===== src/rtl/if_fetch_pkg.sv =====
// Shared fetch-stage types, widths and bus defines (REG_BUS, INST_BUS, INST_NOP, IF_STATE_*).
// No logic; imported by if_fetch.
`ifndef IF_FETCH_DEFINES
`define IF_FETCH_DEFINES
`define REG_BUS       63:0
`define INST_BUS      31:0
`define INST_NOP      32'h0000_0013
`define IF_STATE_BUS  1:0
`define IF_STATE_REQ  2'd0
`define IF_STATE_WAIT 2'd1
`define IF_STATE_OUT  2'd2
`define IF_STATE_DROP 2'd3
`endif

package if_fetch_pkg;

  localparam int XLEN = 64;
  localparam int ILEN = 32;

  localparam logic [XLEN-1:0] RESET_PC_DEF = 64'h0000_0000_8000_0000;
  localparam logic [ILEN-1:0] INST_NOP     = `INST_NOP;

  typedef enum logic [`IF_STATE_BUS] {
    S_REQ  = `IF_STATE_REQ,
    S_WAIT = `IF_STATE_WAIT,
    S_OUT  = `IF_STATE_OUT,
    S_DROP = `IF_STATE_DROP
  } if_state_e;

endpackage


===== src/rtl/if_fetch.sv =====
// Instruction fetch: owns PC, one imem read in flight, holds instruction until decode takes it.
// Latency: request->inst_valid = resp latency + 1 (resp latency with IF_RESP_BYPASS_EN).
// Backpressure: inst_ready low holds the entry and blocks new requests; redirect always wins.
module if_fetch
  import if_fetch_pkg::*;
#(
  parameter logic [XLEN-1:0] RESET_PC = RESET_PC_DEF
) (
  input  logic            clk,
  input  logic            rst,
  input  logic            redirect_valid,
  input  logic [XLEN-1:0] redirect_pc,
  output logic            imem_req_valid,
  input  logic            imem_req_ready,
  output logic [XLEN-1:0] imem_req_addr,
  input  logic            imem_resp_valid,
  input  logic [ILEN-1:0] imem_resp_data,
  output logic            inst_valid,
  input  logic            inst_ready,
  output logic [XLEN-1:0] inst_pc,
  output logic [ILEN-1:0] inst_data,
  output logic            inst_misalign
);

`ifdef IF_RESP_BYPASS_EN
  localparam bit RESP_BYPASS = 1'b1;
`else
  localparam bit RESP_BYPASS = 1'b0;
`endif

  if_state_e       state, state_nxt;
  logic [XLEN-1:0] pc, pc_nxt;
  logic [XLEN-1:0] inst_pc_q, inst_pc_nxt;
  logic [ILEN-1:0] inst_data_q, inst_data_nxt;
  logic            misalign_q, misalign_nxt;
  logic [XLEN-1:0] pc_inc;
  logic            pc_aligned;

  assign pc_inc        = pc + XLEN'(4);
  assign pc_aligned    = (pc[1:0] == 2'b00);
  assign imem_req_addr = pc;

  always_comb begin
    state_nxt      = state;
    pc_nxt         = pc;
    inst_pc_nxt    = inst_pc_q;
    inst_data_nxt  = inst_data_q;
    misalign_nxt   = misalign_q;
    imem_req_valid = 1'b0;
    inst_valid     = 1'b0;
    inst_pc        = inst_pc_q;
    inst_data      = inst_data_q;
    inst_misalign  = misalign_q;

    case (state)
      S_REQ: begin
        // A misaligned PC never reaches memory; it becomes an exception entry.
        imem_req_valid = !redirect_valid && pc_aligned;
        if (redirect_valid) begin
          pc_nxt = redirect_pc;
        end else if (!pc_aligned) begin
          inst_pc_nxt   = pc;
          inst_data_nxt = INST_NOP;
          misalign_nxt  = 1'b1;
          state_nxt     = S_OUT;
        end else if (imem_req_ready) begin
          state_nxt = S_WAIT;
        end
      end

      S_WAIT: begin
        if (RESP_BYPASS && imem_resp_valid) begin
          inst_valid    = !redirect_valid;
          inst_pc       = pc;
          inst_data     = imem_resp_data;
          inst_misalign = 1'b0;
        end
        if (redirect_valid) begin
          pc_nxt    = redirect_pc;
          state_nxt = imem_resp_valid ? S_REQ : S_DROP;
        end else if (imem_resp_valid && RESP_BYPASS && inst_ready) begin
          pc_nxt    = pc_inc;
          state_nxt = S_REQ;
        end else if (imem_resp_valid) begin
          inst_pc_nxt   = pc;
          inst_data_nxt = imem_resp_data;
          misalign_nxt  = 1'b0;
          state_nxt     = S_OUT;
        end
      end

      S_OUT: begin
        inst_valid = 1'b1;
        if (redirect_valid) begin
          pc_nxt    = redirect_pc;
          state_nxt = S_REQ;
        end else if (inst_ready) begin
          pc_nxt    = pc_inc;
          state_nxt = S_REQ;
        end
      end

      S_DROP: begin
        // Waiting out the response of a fetch that a redirect already killed.
        if (redirect_valid) begin
          pc_nxt = redirect_pc;
        end else if (imem_resp_valid) begin
          state_nxt = S_REQ;
        end
      end

      default: state_nxt = S_REQ;
    endcase
  end

  always_ff @(posedge clk) begin
    if (rst) begin
      state       <= S_REQ;
      pc          <= RESET_PC;
      inst_pc_q   <= '0;
      inst_data_q <= '0;
      misalign_q  <= 1'b0;
    end else begin
      state       <= state_nxt;
      pc          <= pc_nxt;
      inst_pc_q   <= inst_pc_nxt;
      inst_data_q <= inst_data_nxt;
      misalign_q  <= misalign_nxt;
    end
  end

endmodule

===== config.mk =====
export PLATFORM = sky130hd
export DESIGN_NAME = if_fetch
export DESIGN_NICKNAME = d
export VERILOG_FILES = /design/src/rtl/if_fetch_pkg.sv /design/src/rtl/if_fetch.sv
export SDC_FILE = /design/constraint.sdc
export NUM_CORES = 1
export LEC_CHECK = 0
export CAP_MARGIN = 20
export CORE_ASPECT_RATIO = 1.4
export CORE_MARGIN = 2
export CORE_UTILIZATION = 65
export CTS_BUF_LIST = sky130_fd_sc_hd__clkbuf_8
export DETAILED_ROUTE_END_ITERATION = 10
export DONT_BUFFER_PORTS = 1
export GPL_ROUTABILITY_DRIVEN = 0
export HOLD_SLACK_MARGIN = 0.12
export PLACE_DENSITY = 0.81
export SLEW_MARGIN = 25
export SYNTH_ARGS = -nofsm -noshare
export SYNTH_HDL_FRONTEND = slang
export SYNTH_SLANG_ARGS = --single-unit

===== constraint.sdc =====
create_clock -name clk -period 2.6 [get_ports clk]
set_clock_uncertainty 0.05 [all_clocks]
set_input_delay 0.52 -clock clk [delete_from_list [all_inputs] [get_ports clk]]
set_output_delay 0.52 -clock clk [all_outputs]
set_load 0.05 [all_outputs]

### Yosys cells after proc, flatten, opt, wreduce, memory -nomap -nowiden

Index checks and enable logic that the tools add are counted.

* input port bits: 102
* word-level logic and storage cells: 60
* register bits after elaboration: 163

* multiplexer cells: 32
* reduce and logical (&&, ||, !) cells: 9
* equality and inequality tests: 13
* $add $sub $neg: 1

Operator list (count)
* 64-bit 2-to-1 mux: 7
* 64-bit one-hot mux with 2 select lines: 2
* 32-bit 2-to-1 mux: 4
* 64-bit by 3-bit adder with 64-bit output (second input constant): 1
* 32-bit one-hot mux with 2 select lines: 1
* 2-bit 2-to-1 mux: 10
* 2-bit inequality test (second input constant): 6
* 3-bit inequality test (second input constant): 3
* 2-bit one-hot mux with 4 select lines: 1
* 1-bit 2-to-1 mux: 6
* 6-bit AND reduction: 1
* 5-bit AND reduction: 1
* 2-bit == test (second input constant): 2
* 2-bit logical NOT: 2
* 3-bit OR reduction: 1
* 2-bit by 1-bit == test with 1-bit output (second input constant): 1
* 2-bit by 1-bit inequality test with 1-bit output (second input constant): 1
* 1-bit one-hot mux with 2 select lines: 1
* 2-bit AND reduction: 1
* 2-bit nonzero test: 1
* 1-bit logical AND: 1
* 1-bit logical NOT: 1

### Logic depth before layout (Yosys ltp)

* word-level depth: 4
* mapped depth: 8

### Worst setup path before layout

OpenSTA, ideal clock, no wires.

* kind: reg-to-reg
* start: register pc[2] (netlist: imem_req_addr[2])
* end: register pc[52] (netlist: imem_req_addr[52])
* arrival: 2.546 ns
* required time: 2.459 ns
* library setup time: 0.091 ns
* cell stages (with the launch flop): 8
* path slack: -0.087 ns
* path buffers: 1
* cells stage by stage: dfxtp_1 -> ha_1 -> and3_1 -> buf_2 -> nand4_4 -> or3_1 -> or4_1 -> a311oi_1

* cells in the longest elaborated chain, start to end: 4

RTL lines
* start, declared: RTL line if_fetch.sv:32 `logic [XLEN-1:0] pc, pc_nxt;`
* start signal, assigned: RTL line if_fetch.sv:125 `pc <= pc_nxt;`
* 64-bit by 3-bit adder with 64-bit output: RTL line if_fetch.sv:39 `assign pc_inc = pc + XLEN'(4);`
* 64-bit 2-to-1 mux: RTL line if_fetch.sv:97 `end else if (inst_ready) begin`
* 64-bit 2-to-1 mux: RTL line if_fetch.sv:94 `if (redirect_valid) begin`
* 64-bit one-hot mux with 2 select lines: RTL line if_fetch.sv:55 `case (state)`

No other way between the ends. The select of a mux whose other input is x is not followed.
A chain may end at the register's enable or synchronous reset.

### Final worst setup path

* start: register state[0]
* end: register inst_data_q[23] (netlist: inst_data[23])

* cells in the longest elaborated chain, start to end: 3

RTL lines
* start, declared: RTL line if_fetch.sv:31 `if_state_e state, state_nxt;`
* start signal, assigned: RTL line if_fetch.sv:124 `state <= state_nxt;`
* 2-bit by 1-bit == test with 1-bit output or 2-bit logical NOT (tied branches): RTL line if_fetch.sv:55
* 2-bit inequality test (no source line) or 2-bit nonzero test (tied branches)
* 5-bit AND reduction (no source line)
* end signal, assigned: RTL line if_fetch.sv:127 `inst_data_q <= inst_data_nxt;`
* end, declared: RTL line if_fetch.sv:34 `logic [ILEN-1:0] inst_data_q, inst_data_nxt;`

Parallel ways exist; a longest one is shown, timed or not.

==> flow_metrics.tcl <==
set metrics [dict create \
    clock_latency_ns 0.47 \
    holdPathEnd "imem_req_addr[23]" \
    num-fill-cells 799 \
    critical_path_required_ns 2.96 \
    path_cells "nor3_2 -> nor4_2 -> buf_12 -> nand3_1 -> a21oi_1 -> dlygate4sd3_1" \
    worst_hold_path.num_cells 1 \
    slowest_stage "sky130_fd_sc_hd__dfxtp_1" \
    coreArea_sq_um 11300 \
    hpwl_um 16400 \
    synth_warnings 0 \
    fp.dieH_um 131 \
    synth_area_in_adders 0.00167 \
    worstReg2RegEnd "inst_data[23]" \
    setup.worst_path.start_class "flop" \
    timing.hold.worst.class "in -> reg" \
    first_iter_violations 610 \
    dr_total_vias 7751 \
    track_usage 0.379 \
    route.detailed.drc 0 \
    clock-root-buffer "sky130_fd_sc_hd__clkbuf_8" \
    synth_async_reset_ratio 0 \
    synth_top_cell_by_area "sky130_fd_sc_hd__dfxtp_1" \
    final_net_count 1124 \
    run_status "finished clean" \
    crit_type "reg -> reg" \
    slew_violations 0 \
    synthesized_area_fraction_occupied_by_ao_oa_aoi_and_oai_cells 0.170 \
    worstPathBufferInverterCount 2 \
    setup_repair_after_global_routing_missed_its_margin "false" \
    cts_inserted_buffers 17 \
    clk_transition_reported_paths_ns 0.09 \
    grt_antenna_before_repair 1 \
    arrival_worst_endpoint_ns 2.89 \
    worst_ir_drop_vdd_v 0.000494 \
    cts-root-to-sink-buffers 2 \
    grt_pass1_vias 7663 \
    crit_path_max_fanout 56 \
    vias_per_cell 6.57 \
    worst-slew-pin-transition_ns 0.819 \
    register_area_sq_um 3270 \
    ctsHtreeMaxLevel 4 \
    critical_path.top_delay_family "buffers and inverters" \
    gr-total-overflow 0 \
    die-width_um 94.7 \
    routed_wirelength_um 24200 \
    mappedNetlistNets 1053 \
    floorplan.initialDensity 0.664 \
    cts_tree "built" \
    power_density_nw_per_um2 673 \
    synth_sequential_area_ratio 0.436 \
    minimum_setup_slack_among_reg_to_reg_paths_ns 0.07 \
    max_slew_margin 0.454 \
    synth-edff-count 0 \
    dieArea_sq_um 12400 \
    synth-simple-area-share 0.304 \
    synth.top_cells.by_area "sky130_fd_sc_hd__dfxtp_1 (44%), sky130_fd_sc_hd__nand2_1 (9.2%), sky130_fd_sc_hd__a21oi_1 (7.0%)" \
    timing.final.setup_violations 0 \
    total_area_of_multi_input_combinational_cells_sq_um 3930 \
    yosys.area.top_type_share 0.436 \
    critPathMaxStageDelay_ns 0.64 \
    timing.rr.start "state[0]" \
    global_route_wire_length_before_repair_um 36700 \
    ant_nets 0 \
    ys_seq_elements 163 \
    layout-drive-gt1-share 0.141 \
    worst_reg_to_reg_cells 6 \
    layout_setup_ws_ns 0.0718 \
    cap_viol_max_count 0 \
    p_leak_nw 3.21 \
    endpoint_kind "flop" \
    finalCritPeriodShare 0.972 \
    syn-instance-count 950 \
    place.port_buffers 0 \
    netlist_area_sq_um 7490 \
    synthToLayoutAreaGrowth_pct 19.3 \
    pin_count 265 \
    detail_route.wl_per_cell_um 20.5 \
    post_synth_mux_area_share 0.0120 \
    grt_start_max_net_pins 112 \
    average_instance_area_after_synthesis_sq_um 7.88 \
    post_synthesis_share_of_cell_area_spent_on_xor_and_xnor_gates 0.0339 \
    clock_sinks 163 \
    timing.final.hold_violations 0 \
    finalPower_mw 6.01 \
    hold_start "redirect_valid" \
    ys_dominant_reg_cell "sky130_fd_sc_hd__dfxtp_1" \
    router_iterations_before_antenna_repair 5 \
    netlist-cell-type-count 58 \
    max_clock_freq_mhz 396 \
    std_cell_rows 46 \
    dp_worst_setup_slack_ns 0.204 \
    fin_tns_setup_ns 0 \
    dominant_combinational_cell_family_by_area_after_synthesis "simple AND/OR/NAND/NOR gates" \
    finalCriticalPeriod_ns 2.53 \
]
==> cell type report <==
class                           instances  area share
Antenna cell                            1    0.000280
Clock buffer                           18      0.0277
Clock inverter                         14      0.0170
Inverter                               12     0.00504
Multi-Input combinational cell        703       0.440
Sequential cell                       163       0.366
Tap cell                              144      0.0202
Timing Repair Buffer                  124       0.123
==> sequential cells by signal, summed over array words and instances (netlist names) <==
register / cells
inst_misalign: 1
imem_req_addr: 64
inst_data: 32
inst_pc: 64
state: 2
==> Yosys cell counts, types with 18 or more instances <==
cell type / n
sky130_fd_sc_hd__nand2_1: 183
sky130_fd_sc_hd__dfxtp_1: 163
sky130_fd_sc_hd__a21oi_1: 104
sky130_fd_sc_hd__nor2_1: 68
sky130_fd_sc_hd__clkbuf_1: 54
sky130_fd_sc_hd__nand3_1: 53
sky130_fd_sc_hd__nor3_1: 33
sky130_fd_sc_hd__a211oi_1: 28
sky130_fd_sc_hd__nand4_1: 25
sky130_fd_sc_hd__xnor2_1: 20
sky130_fd_sc_hd__and3_1: 19
sky130_fd_sc_hd__a311oi_1: 18
sky130_fd_sc_hd__nor4_1: 18
==> layout by cell type, fill, tap and decap left out, types with 4 or more instances in the layout <==
cell / Yosys / routed
sky130_fd_sc_hd__nor4_1: 18 / 17
sky130_fd_sc_hd__nand3_1: 53 / 53
sky130_fd_sc_hd__mux2i_1: 9 / 9
sky130_fd_sc_hd__or4_1: 8 / 8
sky130_fd_sc_hd__a31oi_1: 6 / 6
sky130_fd_sc_hd__o21ai_0: 12 / 12
sky130_fd_sc_hd__a2111oi_0: 6 / 6
sky130_fd_sc_hd__dfxtp_1: 163 / 156
sky130_fd_sc_hd__o31ai_1: 7 / 7
sky130_fd_sc_hd__a211oi_1: 28 / 28
sky130_fd_sc_hd__a21oi_1: 104 / 104
sky130_fd_sc_hd__inv_6: 0 / 5
sky130_fd_sc_hd__buf_4: 0 / 80
sky130_fd_sc_hd__or3_1: 8 / 8
sky130_fd_sc_hd__dfxtp_2: 0 / 7
sky130_fd_sc_hd__nor3b_1: 4 / 4
sky130_fd_sc_hd__nor3_1: 33 / 32
sky130_fd_sc_hd__buf_12: 0 / 4
sky130_fd_sc_hd__xor2_1: 9 / 9
sky130_fd_sc_hd__clkinvlp_4: 0 / 4
sky130_fd_sc_hd__dlygate4sd3_1: 0 / 38
sky130_fd_sc_hd__clkbuf_8: 0 / 18
sky130_fd_sc_hd__nand4_1: 25 / 25
sky130_fd_sc_hd__nor2_1: 68 / 68
sky130_fd_sc_hd__o21bai_1: 8 / 8
sky130_fd_sc_hd__or3_2: 4 / 4
sky130_fd_sc_hd__a311oi_1: 18 / 18
sky130_fd_sc_hd__and2_1: 7 / 7
sky130_fd_sc_hd__nand2_1: 183 / 182
sky130_fd_sc_hd__inv_1: 12 / 12
sky130_fd_sc_hd__xnor2_1: 20 / 20
sky130_fd_sc_hd__and3_1: 19 / 19
==> cell families after synthesis <==
logic type               after synthesis
XOR/XNOR                              29
AO/OA/AOI/OAI                        203
multiplexers                           9
flip-flops                           163
buffers and inverters                 84
adder cells (fa/ha/maj)                1
AND/OR/NAND/NOR                      461
==> stage by stage <==
step	area (sq um)	util	cells	hold WS, ns
floorplan	7500	-	950	0.542
global route	8930	0.792	1179	0.121
finish	8930	0.792	1179	0.140
global placement	8100	0.718	1107	0.448
CTS	8900	0.789	1177	0.122
detailed placement	8100	0.718	1107	0.471
==> how the worst max path moves through the flow <==
stage / start / to / slack (ns) / cells after the start
floorplan: imem_req_addr[44] / imem_req_addr[59] / 0.002 / 6
global placement: imem_req_addr[2] / imem_req_addr[52] / 0.30 / 6
detailed placement: imem_req_addr[2] / imem_req_addr[52] / 0.20 / 6
CTS: state[0] / inst_pc[9] / 0.09 / 6
global route: state[0] / inst_pc[60] / 0.03 / 6
finish: state[0] / inst_data[23] / 0.07 / 6
==> what timing repair did <==
item                       in CTS  in global routing
setup endpoints to repair       0                 27
gates resized for setup         0                  3
hold buffers                   38                  1
hold endpoints to repair      145                  2
setup buffers                   0                  0
==> power by group <==
part	leakage, nW	internal (mW)	switching (mW)
registers	1.33	2.64	0.373
logic	1.68	0.348	0.786
clock network	0.194	0.888	0.976
==> worst reg2reg max path: stages (launching register included) <==
cell and delay, ns:
sky130_fd_sc_hd__dfxtp_1 0.64, sky130_fd_sc_hd__nor3_2 0.13, sky130_fd_sc_hd__nor4_2 0.42, sky130_fd_sc_hd__buf_12 0.30, sky130_fd_sc_hd__nand3_1 0.18, sky130_fd_sc_hd__a21oi_1 0.19
sky130_fd_sc_hd__dlygate4sd3_1 0.58
==> metal layers <==
| metal | global-route usage | wire length, um | vias up |
|---|---|---|---|
| met5 | 0 | 0 | - |
| li1 | - | - | 3528 |
| met1 | 0.384 | 8020 | 3617 |
| met2 | 0.666 | 12300 | 486 |
| met4 | 0.245 | 1530 | 0 |
| met3 | 0.120 | 2380 | 120 |
Power figures use the tool's default switching activity.
